<file path="src/rtl/seq_comparator_pkg.sv">
// Shared types and sizing helpers for the sliced magnitude comparator.
package seq_comparator_pkg;

  typedef enum logic [1:0] {
    IDLE    = 2'd0,
    COMPARE = 2'd1,
    DONE    = 2'd2
  } state_t;

  typedef struct packed {
    logic gt;
    logic lt;
    logic eq;
  } result_t;

  function automatic int unsigned num_slices(input int unsigned width, input int unsigned slice);
    return width / slice;
  endfunction

  // A single-slice compare still needs a 1-bit index register.
  function automatic int unsigned idx_width(input int unsigned n);
    return (n <= 1) ? 1 : $clog2(n);
  endfunction

endpackage

</file>
<file path="src/rtl/seq_comparator_if.sv">
// Start/busy/done handshake plus operands and result flags of the comparator.
interface seq_comparator_if #(
  parameter int unsigned WIDTH = 64
);
  logic             start;
  logic             signed_mode;
  logic [WIDTH-1:0] a;
  logic [WIDTH-1:0] b;
  logic             busy;
  logic             done;
  logic             gt;
  logic             lt;
  logic             eq;

  modport master (
    output start, signed_mode, a, b,
    input  busy, done, gt, lt, eq
  );

  modport slave (
    input  start, signed_mode, a, b,
    output busy, done, gt, lt, eq
  );
endinterface

</file>
<file path="src/rtl/seq_comparator_slice_compare.sv">
// One-slice magnitude compare; one-hot gt/lt/eq, optionally two's-complement.
module slice_compare #(
  parameter int unsigned SLICE = 16
) (
  input  logic [SLICE-1:0] x,
  input  logic [SLICE-1:0] y,
  input  logic             is_signed,
  output logic             gt,
  output logic             lt,
  output logic             eq
);
  always_comb begin
    eq = (x == y);
    if (is_signed) gt = ($signed(x) > $signed(y));
    else           gt = (x > y);
    lt = !eq && !gt;
  end
endmodule

</file>
<file path="src/rtl/seq_comparator.sv">
// Multi-cycle wide comparator: walks slices MSB-first, stops at the first difference.
module seq_comparator
  import seq_comparator_pkg::*;
#(
  parameter int unsigned WIDTH = 64,
  parameter int unsigned SLICE = 16
) (
  input  logic            clk,
  input  logic            n_rst,
  seq_comparator_if.slave bus
);
  localparam int unsigned NUM_SLICES = num_slices(WIDTH, SLICE);
  localparam int unsigned IW         = idx_width(NUM_SLICES);

  if (WIDTH % SLICE != 0) begin : g_width_check
    $error("seq_comparator: WIDTH must be a multiple of SLICE");
  end

  state_t           state, state_nxt;
  logic [WIDTH-1:0] a_q, b_q;
  logic             mode_q;
  logic [IW-1:0]    idx;
  result_t          res_q, cmp;
  logic [SLICE-1:0] sa, sb;
  logic             load, finish;

  always_comb begin
    sa = '0;
    sb = '0;
    for (int unsigned i = 0; i < NUM_SLICES; i++) begin
      if (idx == IW'(i)) begin
        sa = a_q[i*SLICE +: SLICE];
        sb = b_q[i*SLICE +: SLICE];
      end
    end
  end

  slice_compare #(.SLICE(SLICE)) u_slice (
    .x        (sa),
    .y        (sb),
    .is_signed(mode_q && (idx == IW'(NUM_SLICES - 1))),
    .gt       (cmp.gt),
    .lt       (cmp.lt),
    .eq       (cmp.eq)
  );

  always_comb begin
    state_nxt = state;
    load      = 1'b0;
    finish    = 1'b0;
    case (state)
      IDLE: begin
        if (bus.start) begin
          load      = 1'b1;
          state_nxt = COMPARE;
        end
      end
      COMPARE: begin
        if (!cmp.eq || idx == '0) begin
          finish    = 1'b1;
          state_nxt = DONE;
        end
      end
      DONE: begin
        if (bus.start) begin
          load      = 1'b1;
          state_nxt = COMPARE;
        end else begin
          state_nxt = IDLE;
        end
      end
      default: state_nxt = IDLE;
    endcase
  end

  always_ff @(posedge clk or negedge n_rst) begin
    if (!n_rst) state <= IDLE;
    else        state <= state_nxt;
  end

  always_ff @(posedge clk or negedge n_rst) begin
    if (!n_rst) begin
      a_q    <= '0;
      b_q    <= '0;
      mode_q <= 1'b0;
      idx    <= '0;
      res_q  <= '0;
    end else begin
      if (load) begin
        a_q    <= bus.a;
        b_q    <= bus.b;
        mode_q <= bus.signed_mode;
        idx    <= IW'(NUM_SLICES - 1);
      end else if (state == COMPARE && !finish) begin
        idx <= idx - IW'(1);
      end
      // Slice result is already one-hot, so it is the final result as-is.
      if (finish) res_q <= cmp;
    end
  end

  assign bus.busy = (state == COMPARE);
  assign bus.done = (state == DONE);
  assign bus.gt   = res_q.gt;
  assign bus.lt   = res_q.lt;
  assign bus.eq   = res_q.eq;

endmodule

</file>
<file path="src/flat_wrapper.sv">
// flat-port wrapper written by rule: the top's interface ports become plain ports
module seq_comparator_flat import seq_comparator_pkg::*;
#(
  parameter int unsigned WIDTH = 64,
  parameter int unsigned SLICE = 16
)
  (clk, n_rst, bus_start, bus_signed_mode, bus_a, bus_b, bus_busy, bus_done, bus_gt, bus_lt, bus_eq);
  seq_comparator_if #(.WIDTH(WIDTH)) bus_i ();
  input  logic clk;
  input  logic n_rst;
  input wire logic [$bits(bus_i.start)-1:0] bus_start;
  input wire logic [$bits(bus_i.signed_mode)-1:0] bus_signed_mode;
  input wire logic [$bits(bus_i.a)-1:0] bus_a;
  input wire logic [$bits(bus_i.b)-1:0] bus_b;
  output wire logic [$bits(bus_i.busy)-1:0] bus_busy;
  output wire logic [$bits(bus_i.done)-1:0] bus_done;
  output wire logic [$bits(bus_i.gt)-1:0] bus_gt;
  output wire logic [$bits(bus_i.lt)-1:0] bus_lt;
  output wire logic [$bits(bus_i.eq)-1:0] bus_eq;
  assign bus_i.start = bus_start;
  assign bus_i.signed_mode = bus_signed_mode;
  assign bus_i.a = bus_a;
  assign bus_i.b = bus_b;
  assign bus_busy = bus_i.busy;
  assign bus_done = bus_i.done;
  assign bus_gt = bus_i.gt;
  assign bus_lt = bus_i.lt;
  assign bus_eq = bus_i.eq;
  seq_comparator #(.WIDTH(WIDTH), .SLICE(SLICE)) u_core (.clk(clk), .n_rst(n_rst), .bus(bus_i));
endmodule
</file>
<file path="config.mk">
export PLATFORM = sky130hd
export DESIGN_NAME = seq_comparator_flat
export DESIGN_NICKNAME = d
export VERILOG_FILES = /design/src/rtl/seq_comparator_pkg.sv /design/src/rtl/seq_comparator_if.sv /design/src/rtl/seq_comparator_slice_compare.sv /design/src/rtl/seq_comparator.sv /design/src/flat_wrapper.sv
export SDC_FILE = /design/constraint.sdc
export NUM_CORES = 1
export LEC_CHECK = 0
export CAP_MARGIN = 30
export CORE_MARGIN = 1
export CORE_UTILIZATION = 50
export CTS_CLUSTER_DIAMETER = 120
export CTS_CLUSTER_SIZE = 10
export DETAILED_ROUTE_END_ITERATION = 8
export PLACE_DENSITY_LB_ADDON = 0.08
export SETUP_SLACK_MARGIN = 0.05
export SYNTH_ARGS = -nofsm -noshare
export SYNTH_HDL_FRONTEND = slang
export SYNTH_HIERARCHICAL = 1
export SYNTH_SLANG_ARGS = --single-unit
</file>
<file path="constraint.sdc">
create_clock -name clk -period 3.95 [get_ports clk]
set_clock_uncertainty 0.05 [all_clocks]
set_input_delay 0.9875 -clock clk [delete_from_list [all_inputs] [get_ports clk]]
set_output_delay 0.9875 -clock clk [all_outputs]
set_load 0.01 [all_outputs]
</file>
==> results of run 1 <==
==> kinds of logic after synthesis <==
logic type / count (synthesis)
buffers and inverters: 52
flip-flops: 136
AND/OR/NAND/NOR: 30
adder cells (fa/ha/maj): 20
multiplexers: 133
AO/OA/AOI/OAI: 112
==> area by class of cell <==
| cell class | count | share of cell area |
|---|---|---|
| flip-flops and latches | 136 | 0.393 |
| inverters | 21 | 0.00911 |
| well taps | 172 | 0.0249 |
| repair buffers | 148 | 0.173 |
| clock inverters | 8 | 0.00550 |
| multi-input cells | 295 | 0.338 |
| clock buffers | 24 | 0.0557 |
==> flip-flops by register name, indices dropped and copies added (netlist names) <==
| name | cells |
|---|---|
| u_core/state | 2 |
| u_core/bus.eq | 1 |
| u_core/mode_q | 1 |
| u_core/idx | 2 |
| u_core/bus.gt | 1 |
| u_core/a_q | 64 |
| u_core/b_q | 64 |
| u_core/bus.lt | 1 |
==> routing by layer <==
layer	GRT usage	vias up
met1	0.361	2164
met2	0.360	167
met5	0	-
met3	0.0581	19
li1	-	2052
met4	0.105	0
==> synthesized netlist by cell type <==
library cell | instances | area share
dfrtp_1 | 136 | 0.52
mux2_4 | 77 | 0.18
mux2_2 | 54 | 0.092
a21oi_1 | 43 | 0.033
a22oi_1 | 31 | 0.035
o22ai_1 | 31 | 0.029
inv_1 | 21 | 0.012
ha_1 | 20 | 0.038
clkbuf_1 | 13 | 0.0074
buf_2 | 9 | 0.0068
buf_6 | 9 | 0.015
nand2b_1 | 5 | 0.0048
nand2_1 | 4 | 0.0023
nor2_1 | 4 | 0.0023
nor2b_1 | 4 | 0.0038
o21ai_0 | 4 | 0.0030
nand4_1 | 3 | 0.0029
mux2i_1 | 2 | 0.0030
nand3b_1 | 2 | 0.0023
nor3_1 | 2 | 0.0015
a2111oi_0 | 1 | 0.0013
a31oi_1 | 1 | 0.00095
and2_1 | 1 | 0.00095
nand4_2 | 1 | 0.0019
nor4_1 | 1 | 0.00095
nor4bb_1 | 1 | 0.0015
o211ai_1 | 1 | 0.0011
or2_2 | 1 | 0.00095
or3b_2 | 1 | 0.0013
==> power breakdown <==
group	switching [mW]	internal [mW]
sequential	0.133	1.61
clock	0.568	0.845
combinational	0.287	0.488
==> cell usage in the layout, fill, tap and decap left out, types with 17 or more instances in the layout <==
master           count
dfrtp_1            136
clkdlybuf4s50_1    135
mux2_4              77
mux2_2              54
a21oi_1             43
a22oi_1             31
o22ai_1             31
inv_1               21
ha_1                20
clkbuf_16           17
==> per-stage QoR <==
| step | power (mW) | util | setup WS [ps] |
|---|---|---|---|
| 2_1_floorplan | 2.21 | - | 829 |
| 3_3_place_gp | 2.49 | 0.635 | 433 |
| 3_5_place_dp | 2.52 | 0.637 | 230 |
| 4_1_cts | 3.95 | 0.679 | 212 |
| 5_1_grt | 4.10 | 0.680 | 71.4 |
| 6_report | 3.93 | 0.680 | 313 |
==> final timing paths <==
path | slack [ps] | startpoint | cells after the start | endpoint
worst max-delay path | 310 | u_core/idx[0] | 14 | u_core/bus.gt
worst min-delay path | 360 | n_rst | 1 | u_core/b_q[30]
worst max register to register | 310 | u_core/idx[0] | 14 | u_core/bus.gt
worst min register to register | 460 | u_core/a_q[48] | 1 | u_core/a_q[48]
max in group asynchronous | 2510 | n_rst | 3 | u_core/a_q[25]
min in group clk | 460 | u_core/a_q[48] | 1 | u_core/a_q[48]
==> impl_metrics.tcl, run 1 <==
set metrics [dict create \
    track_usage 0.250 \
    start_util 0.517 \
    finalHoldViolations 0 \
    fin_crit_ps 3640 \
    grt_max_degree 93 \
    crit_family "simple AND/OR/NAND/NOR gates" \
    seq_area_um2 3400 \
    grt_pass1_wl_mm 24.6 \
    hold_buffers 0 \
    tightest_slew_ps 694 \
    wl_met1_mm 7.50 \
    path_cells "inv_1 -> ha_1 -> nor2b_2 -> buf_4 -> a22oi_1 -> a21oi_1 -> inv_1 -> ha_1 -> nand4_1 -> nor4_1 -> buf_4 -> nand2b_1 -> mux2i_1 -> mux2_2" \
    viasPerCell 5.48 \
    place_area_um2 8110 \
    dr.max_layer_used "met4" \
    vias 4402 \
    p_leak_nw 3.74 \
    grt_pass1_vias 4533 \
    finalSetupTns_ps 0 \
    cp-end-kind "flop" \
    cts_tree "built" \
    period_share 0.921 \
    drc_errors 0 \
    rows 41 \
    final_area_um2 8650 \
    crit_path_start_kind "flop" \
    htree_levels 4 \
    ir_worst_vdd_v 0.000311 \
    synth-adder-area-share 0.0381 \
    synthXorXnorAreaFrac 0 \
    ctsLongestPathBuffers 2 \
    finalMaxSlewViolations 0 \
    rsz0062_at_grt "false" \
    synth-simple-area-share 0.0274 \
    numCtsBuffers 17 \
    nets 771 \
    cts.sinks 136 \
    n_antenna_cell 0 \
    dr_wl_met2_mm 6.93 \
    clkTransAtPathRegs_ps 60 \
    path_buf_inv 4 \
    cts_resized 0 \
    antenna_found_initial 0 \
    cts_setup_buffers 0 \
    nFillCells 958 \
    syn-instance-count 483 \
    grt_overflow 0 \
    routed_wl_mm 15.8 \
    clock_latency_ps 420 \
    synth.ff_latch_count 136 \
    syn_nets 635 \
    crit_path_max_fanout 22 \
    final_cells 804 \
    setup_violations 0 \
    cp_slowest_cell "nor4_1" \
    synth_compound_area_frac 0.104 \
    synth_cell_types 29 \
    wl_met3_um 998 \
    synth_top_family_by_area "multiplexers" \
    drt_iter0_markers 303 \
    power.density_nw_per_um2 454 \
    seq_area_frac_synth 0.518 \
    ant_nets 0 \
    syn_area_per_cell_um2 13.6 \
    root_buffer "clkbuf_16" \
    fmax_mhz 275 \
    area_delta_synth_final_pct 31.5 \
    die_x_um 117 \
    crit_arrival_ps 3880 \
    dieArea_um2 13600 \
    fp.dieH_um 117 \
    syn_area_um2 6580 \
    max_stage_delay_ps 480 \
    place.gp.congestion 0.919 \
    post-place-cells 772 \
    cp.required_ps 4200 \
    hold_path.class "primary input to asynchronous set/reset pin" \
    dp_hpwl_mm 11.2 \
    multi_input_area_um2 2930 \
    slew_headroom 0.538 \
    port_buffers 136 \
    drtPass1Iterations 5 \
    status "complete, no violations" \
    coreArea_um2 12700 \
    drv_cap 0 \
    worst_hold_slack_ps 363 \
    crit_type "flop to flop" \
    ys.warnings.count 6 \
    synthMuxAreaShare 0.271 \
    wl_per_cell_um 19.6 \
    num_io_pins 137 \
    drive_above_1_share 0.283 \
]
No activity file was read; power rests on OpenSTA's default activity.
==> run 2: changes to the inputs <==
- PLACE_DENSITY_LB_ADDON: 0.08 -> 0.15
- SKIP_LAST_GASP: not set -> 1
- clock period: 3.95 -> 4.5 ns (I/O delays scaled with it)
==> impl_metrics.tcl, run 2 (synthesis results as in run 1) <==
set metrics [dict create \
    root_buffer "clkbuf_16" \
    startpoint "u_core/idx[1]" \
    crit_type "flop to flop" \
    dieArea_um2 13600 \
    setup.worst_path.end "u_core/idx[0]" \
    htree_levels 4 \
    finalHoldViolations 0 \
    drive_above_1_share 0.280 \
    rsz0062_at_grt "false" \
    r2r_slack_ps 410 \
    num_io_pins 137 \
    cts_tree "built" \
    finalSetupTns_ps 0 \
    dp_hpwl_mm 11.5 \
    port_buffers 136 \
    hold_path.class "flop to flop" \
    grt_pass1_wl_mm 24.6 \
    fmax_mhz 245 \
    mostFrequentLayoutCells "136 x dfrtp_1, 135 x clkdlybuf4s50_1, 77 x mux2_4, 54 x mux2_2, 43 x a21oi_1" \
    drc_errors 0 \
    grt_pass1_vias 4535 \
    n_antenna_cell 0 \
    fin_crit_ps 4090 \
    power.density_nw_per_um2 400 \
    slew_headroom 0.429 \
    p_leak_nw 3.76 \
    area_delta_synth_final_pct 31.6 \
    ir_worst_vdd_v 0.000289 \
    place.gp.congestion 0.860 \
    rr_worst_depth 12 \
    coreArea_um2 12700 \
    numCtsBuffers 17 \
    cts_resized 0 \
    wl_per_cell_um 19.7 \
    antenna_found_initial 0 \
    hold_buffers 0 \
    crit_path_start_kind "flop" \
    routed_wl_mm 15.9 \
    cts_setup_buffers 0 \
    reg_top3 "u_core/a_q x64, u_core/b_q x64" \
    vias 4403 \
    rows 41 \
    drtPass1Iterations 4 \
    track_usage 0.251 \
    drt_iter0_markers 312 \
    tightest_slew_ps 857 \
    die_x_um 117 \
    drv_cap 0 \
    grt_max_degree 79 \
    grt_overflow 0 \
    fp.dieH_um 117 \
    finalMaxSlewViolations 0 \
    ant_nets 0 \
    setup_violations 0 \
    r2r-end "u_core/idx[0]" \
    viasPerCell 5.47 \
    worst_hold_slack_ps 455 \
    period_share 0.908 \
    ctsLongestPathBuffers 2 \
    start_util 0.517 \
    timing.rr.start "u_core/idx[1]" \
    crit_path_max_fanout 24 \
    clock_latency_ps 420 \
    min_path_cells 1 \
    crit_arrival_ps 4380 \
    clkTransAtPathRegs_ps 50 \
    status "complete, no violations" \
    final_common_cell "dfrtp_1" \
    cp-end-kind "flop" \
    cts.sinks 136 \
    cp.required_ps 4790 \
    nets 773 \
]
[run 2: changes by cell type in the layout (fill, tap and decap cells not counted), sizes merged]
cell      before  now
clkinv         5    2
buf           13   15
clkinvlp       3    0
clkbuf        24   29
[run 2: per-layer routing]
| layer | track usage | up-vias | wire length, µm |
|---|---|---|---|
| li1 | - | 2058 | - |
| met1 | 0.354 | 2181 | 7420 |
| met2 | 0.372 | 142 | 7190 |
| met3 | 0.0623 | 22 | 971 |
| met4 | 0.0979 | 0 | 310 |
| met5 | 0 | - | 0 |
[run 2: worst min-delay path by stage]
| stage | end | from | slack (ps) |
|---|---|---|---|
| 2_1_floorplan | u_core/a_q[46] | u_core/a_q[46] | 420 |
| 3_3_place_gp | u_core/b_q[11] | u_core/b_q[11] | 440 |
| 3_5_place_dp | u_core/b_q[26] | u_core/b_q[26] | 440 |
| 4_1_cts | u_core/b_q[8] | u_core/b_q[8] | 460 |
| 5_1_grt | u_core/b_q[33] | u_core/b_q[33] | 470 |
| 6_report | u_core/b_q[8] | u_core/b_q[8] | 450 |
[run 2: worst max-delay path, cell delays in order, from the launching register on]
cell and delay [ps]:
dfrtp_1 410, inv_1 100, ha_1 450, buf_4 380, a22oi_1 210, a21oi_1 210, inv_1 80, ha_1 300
nand4_1 170, nor4_1 680, nor4bb_1 720, nor3_1 90, a21oi_1 150
[run 2: metrics by stage]
stage	cells	worst slack [ps]	utilization	area, µm²	total power, mW
6_report	805	412	0.680	8650	3.46
5_1_grt	805	66.3	0.680	8650	3.62
4_1_cts	805	474	0.680	8650	3.48
3_5_place_dp	774	493	0.638	8110	2.21
3_3_place_gp	774	715	0.638	8110	2.19
2_1_floorplan	483	1380	-	6580	1.94
[run 2: power breakdown]
| part | switching, mW | total (mW) | internal (mW) |
|---|---|---|---|
| clock | 0.474 | 1.26 | 0.788 |
| sequential | 0.118 | 1.53 | 1.41 |
| combinational | 0.247 | 0.674 | 0.426 |
[run 2: final cells by class]
class | count | area [µm²]
clock buffers | 29 | 531
inverters | 21 | 78.8
flip-flops and latches | 136 | 3400
multi-input cells | 295 | 2910
repair buffers | 150 | 1510
clock inverters | 2 | 10.0
well taps | 172 | 215
fillers | 999 | 4070
==> run 3: changes to the inputs <==
- CELL_PAD_IN_SITES_DETAIL_PLACEMENT: not set -> 2
- CELL_PAD_IN_SITES_GLOBAL_PLACEMENT: not set -> 2
- CORE_UTILIZATION: 50 -> 38
==> impl_metrics.tcl, run 3 (synthesis results as in run 1) <==
set metrics [dict create \
    fin_crit_ps 4070 \
    fp.dieH_um 134 \
    tightest_slew_ps 861 \
    p_switching_mw 0.912 \
    worst_hold_slack_ps 463 \
    crit_path_start_kind "flop" \
    final_area_um2 8720 \
    place_area_um2 8140 \
    cts_setup_buffers 0 \
    power.density_nw_per_um2 413 \
    grt_pass1_wl_mm 30.9 \
    cts_tree "built" \
    root_buffer "clkbuf_16" \
    p_sw_frac 0.253 \
    crit_path_max_fanout 19 \
    clock_latency_ps 420 \
    grt_pass1_vias 5285 \
    die_x_um 134 \
    nets 772 \
    seq_area_um2 3400 \
    cts.sinks 136 \
    ant_nets 0 \
    slew_headroom 0.426 \
    track_usage 0.235 \
    htree_levels 4 \
    seq_power_share 0.427 \
    cp-end-kind "flop" \
    rsz0062_at_grt "false" \
    final_common_cell "dfrtp_1" \
    ctsLongestPathBuffers 2 \
    mostFrequentLayoutCells "136 x dfrtp_1, 135 x clkdlybuf4s50_1, 77 x mux2_4, 54 x mux2_2, 43 x a21oi_1" \
    cp.required_ps 4780 \
    crit_type "flop to flop" \
    wl_per_cell_um 23.2 \
    finalSetupTns_ps 0 \
    start_util 0.392 \
    n_antenna_cell 0 \
    drive_above_1_share 0.283 \
    routed_wl_mm 19.7 \
    hold_path.class "flop to flop" \
    area_delta_synth_final_pct 32.5 \
    numCtsBuffers 17 \
    place.gp.congestion 0.849 \
    nFillCells 1555 \
    drv_cap 0 \
    crit_arrival_ps 4350 \
    p_clk_frac 0.378 \
    port_buffers 136 \
    fmax_mhz 246 \
    grt_max_degree 86 \
    multi_input_area_um2 2910 \
    dp_hpwl_mm 14.1 \
    status "complete, no violations" \
    viasPerCell 5.28 \
    comb_power_share 0.195 \
    reg_top3 "u_core/a_q x64, u_core/b_q x64" \
    grt_overflow 0 \
    drc_errors 0 \
    place_ws_ps 453 \
    utilization 0.520 \
    finalHoldViolations 0 \
    cts_resized 0 \
    p_leak_nw 3.76 \
    ir_worst_vdd_v 0.000275 \
    drt_iter0_markers 172 \
    period_share 0.904 \
    rows 47 \
    finalMaxSlewViolations 0 \
    antenna_found_initial 0 \
    drtPass1Iterations 5 \
    p_int_mw 2.69 \
    setup_violations 0 \
    clkTransAtPathRegs_ps 50 \
    dieArea_um2 17800 \
    vias 4500 \
    final.setup.worst_slack_ps 434 \
    num_io_pins 137 \
    hold_buffers 0 \
    coreArea_um2 16800 \
]
run 3: power by group through the flow:
| stage | logic, mW | clock network [mW] | registers, mW |
|---|---|---|---|
| after floorplan | 0.434 | 0 | 1.50 |
| after global placement | 0.653 | 0 | 1.54 |
| after detailed placement | 0.694 | 0 | 1.55 |
| after CTS | 0.708 | 1.40 | 1.54 |
| after global routing | 0.754 | 1.44 | 1.56 |
| final | 0.702 | 1.36 | 1.54 |
run 3: path summary, 6_finish.rpt:
kind                                     start             end  slack (ps)  cells past startpoint
worst max-delay path             u_core/idx[0]   u_core/idx[1]         430                     12
worst min-delay path            u_core/b_q[63]  u_core/b_q[63]         460                      1
worst max register to register   u_core/idx[0]   u_core/idx[1]         430                     12
worst min register to register  u_core/b_q[63]  u_core/b_q[63]         460                      1
max in group asynchronous                n_rst  u_core/a_q[35]        2770                      2
min in group asynchronous                n_rst  u_core/b_q[21]         720                      1
run 3: layout make-up:
class                      instances  area share
sequential                       136       0.390
multi-input combinational        295       0.334
timing repair buffer             149       0.169
clock buffer                      23      0.0548
tap                              220      0.0316
clock inverter                     8      0.0111
inverter                          21     0.00904
run 3: metrics by stage:
step / instances / total power, mW
after floorplan: 483 / 1.94
after global placement: 821 / 2.20
after detailed placement: 821 / 2.25
after CTS: 852 / 3.65
after global routing: 852 / 3.76
final: 852 / 3.60
run 3: critical path: stages (launching register included):
cell and delay, ps:
dfrtp_1 430, ha_1 290, nand2b_1 570, buf_4 390
o22ai_1 210, a21oi_1 80, ha_1 360, nand4_1 180
nor4_1 350, buf_4 190, nor4bb_1 610, nor3_1 100
a21oi_1 160
run 3: metal layers:
| layer | up-vias | wire (µm) | GRT usage |
|---|---|---|---|
| met2 | 123 | 9490 | 0.378 |
| met5 | - | 0 | 0 |
| li1 | 2051 | - | - |
| met3 | 23 | 735 | 0.0438 |
| met4 | 0 | 360 | 0.0827 |
| met1 | 2303 | 9150 | 0.317 |
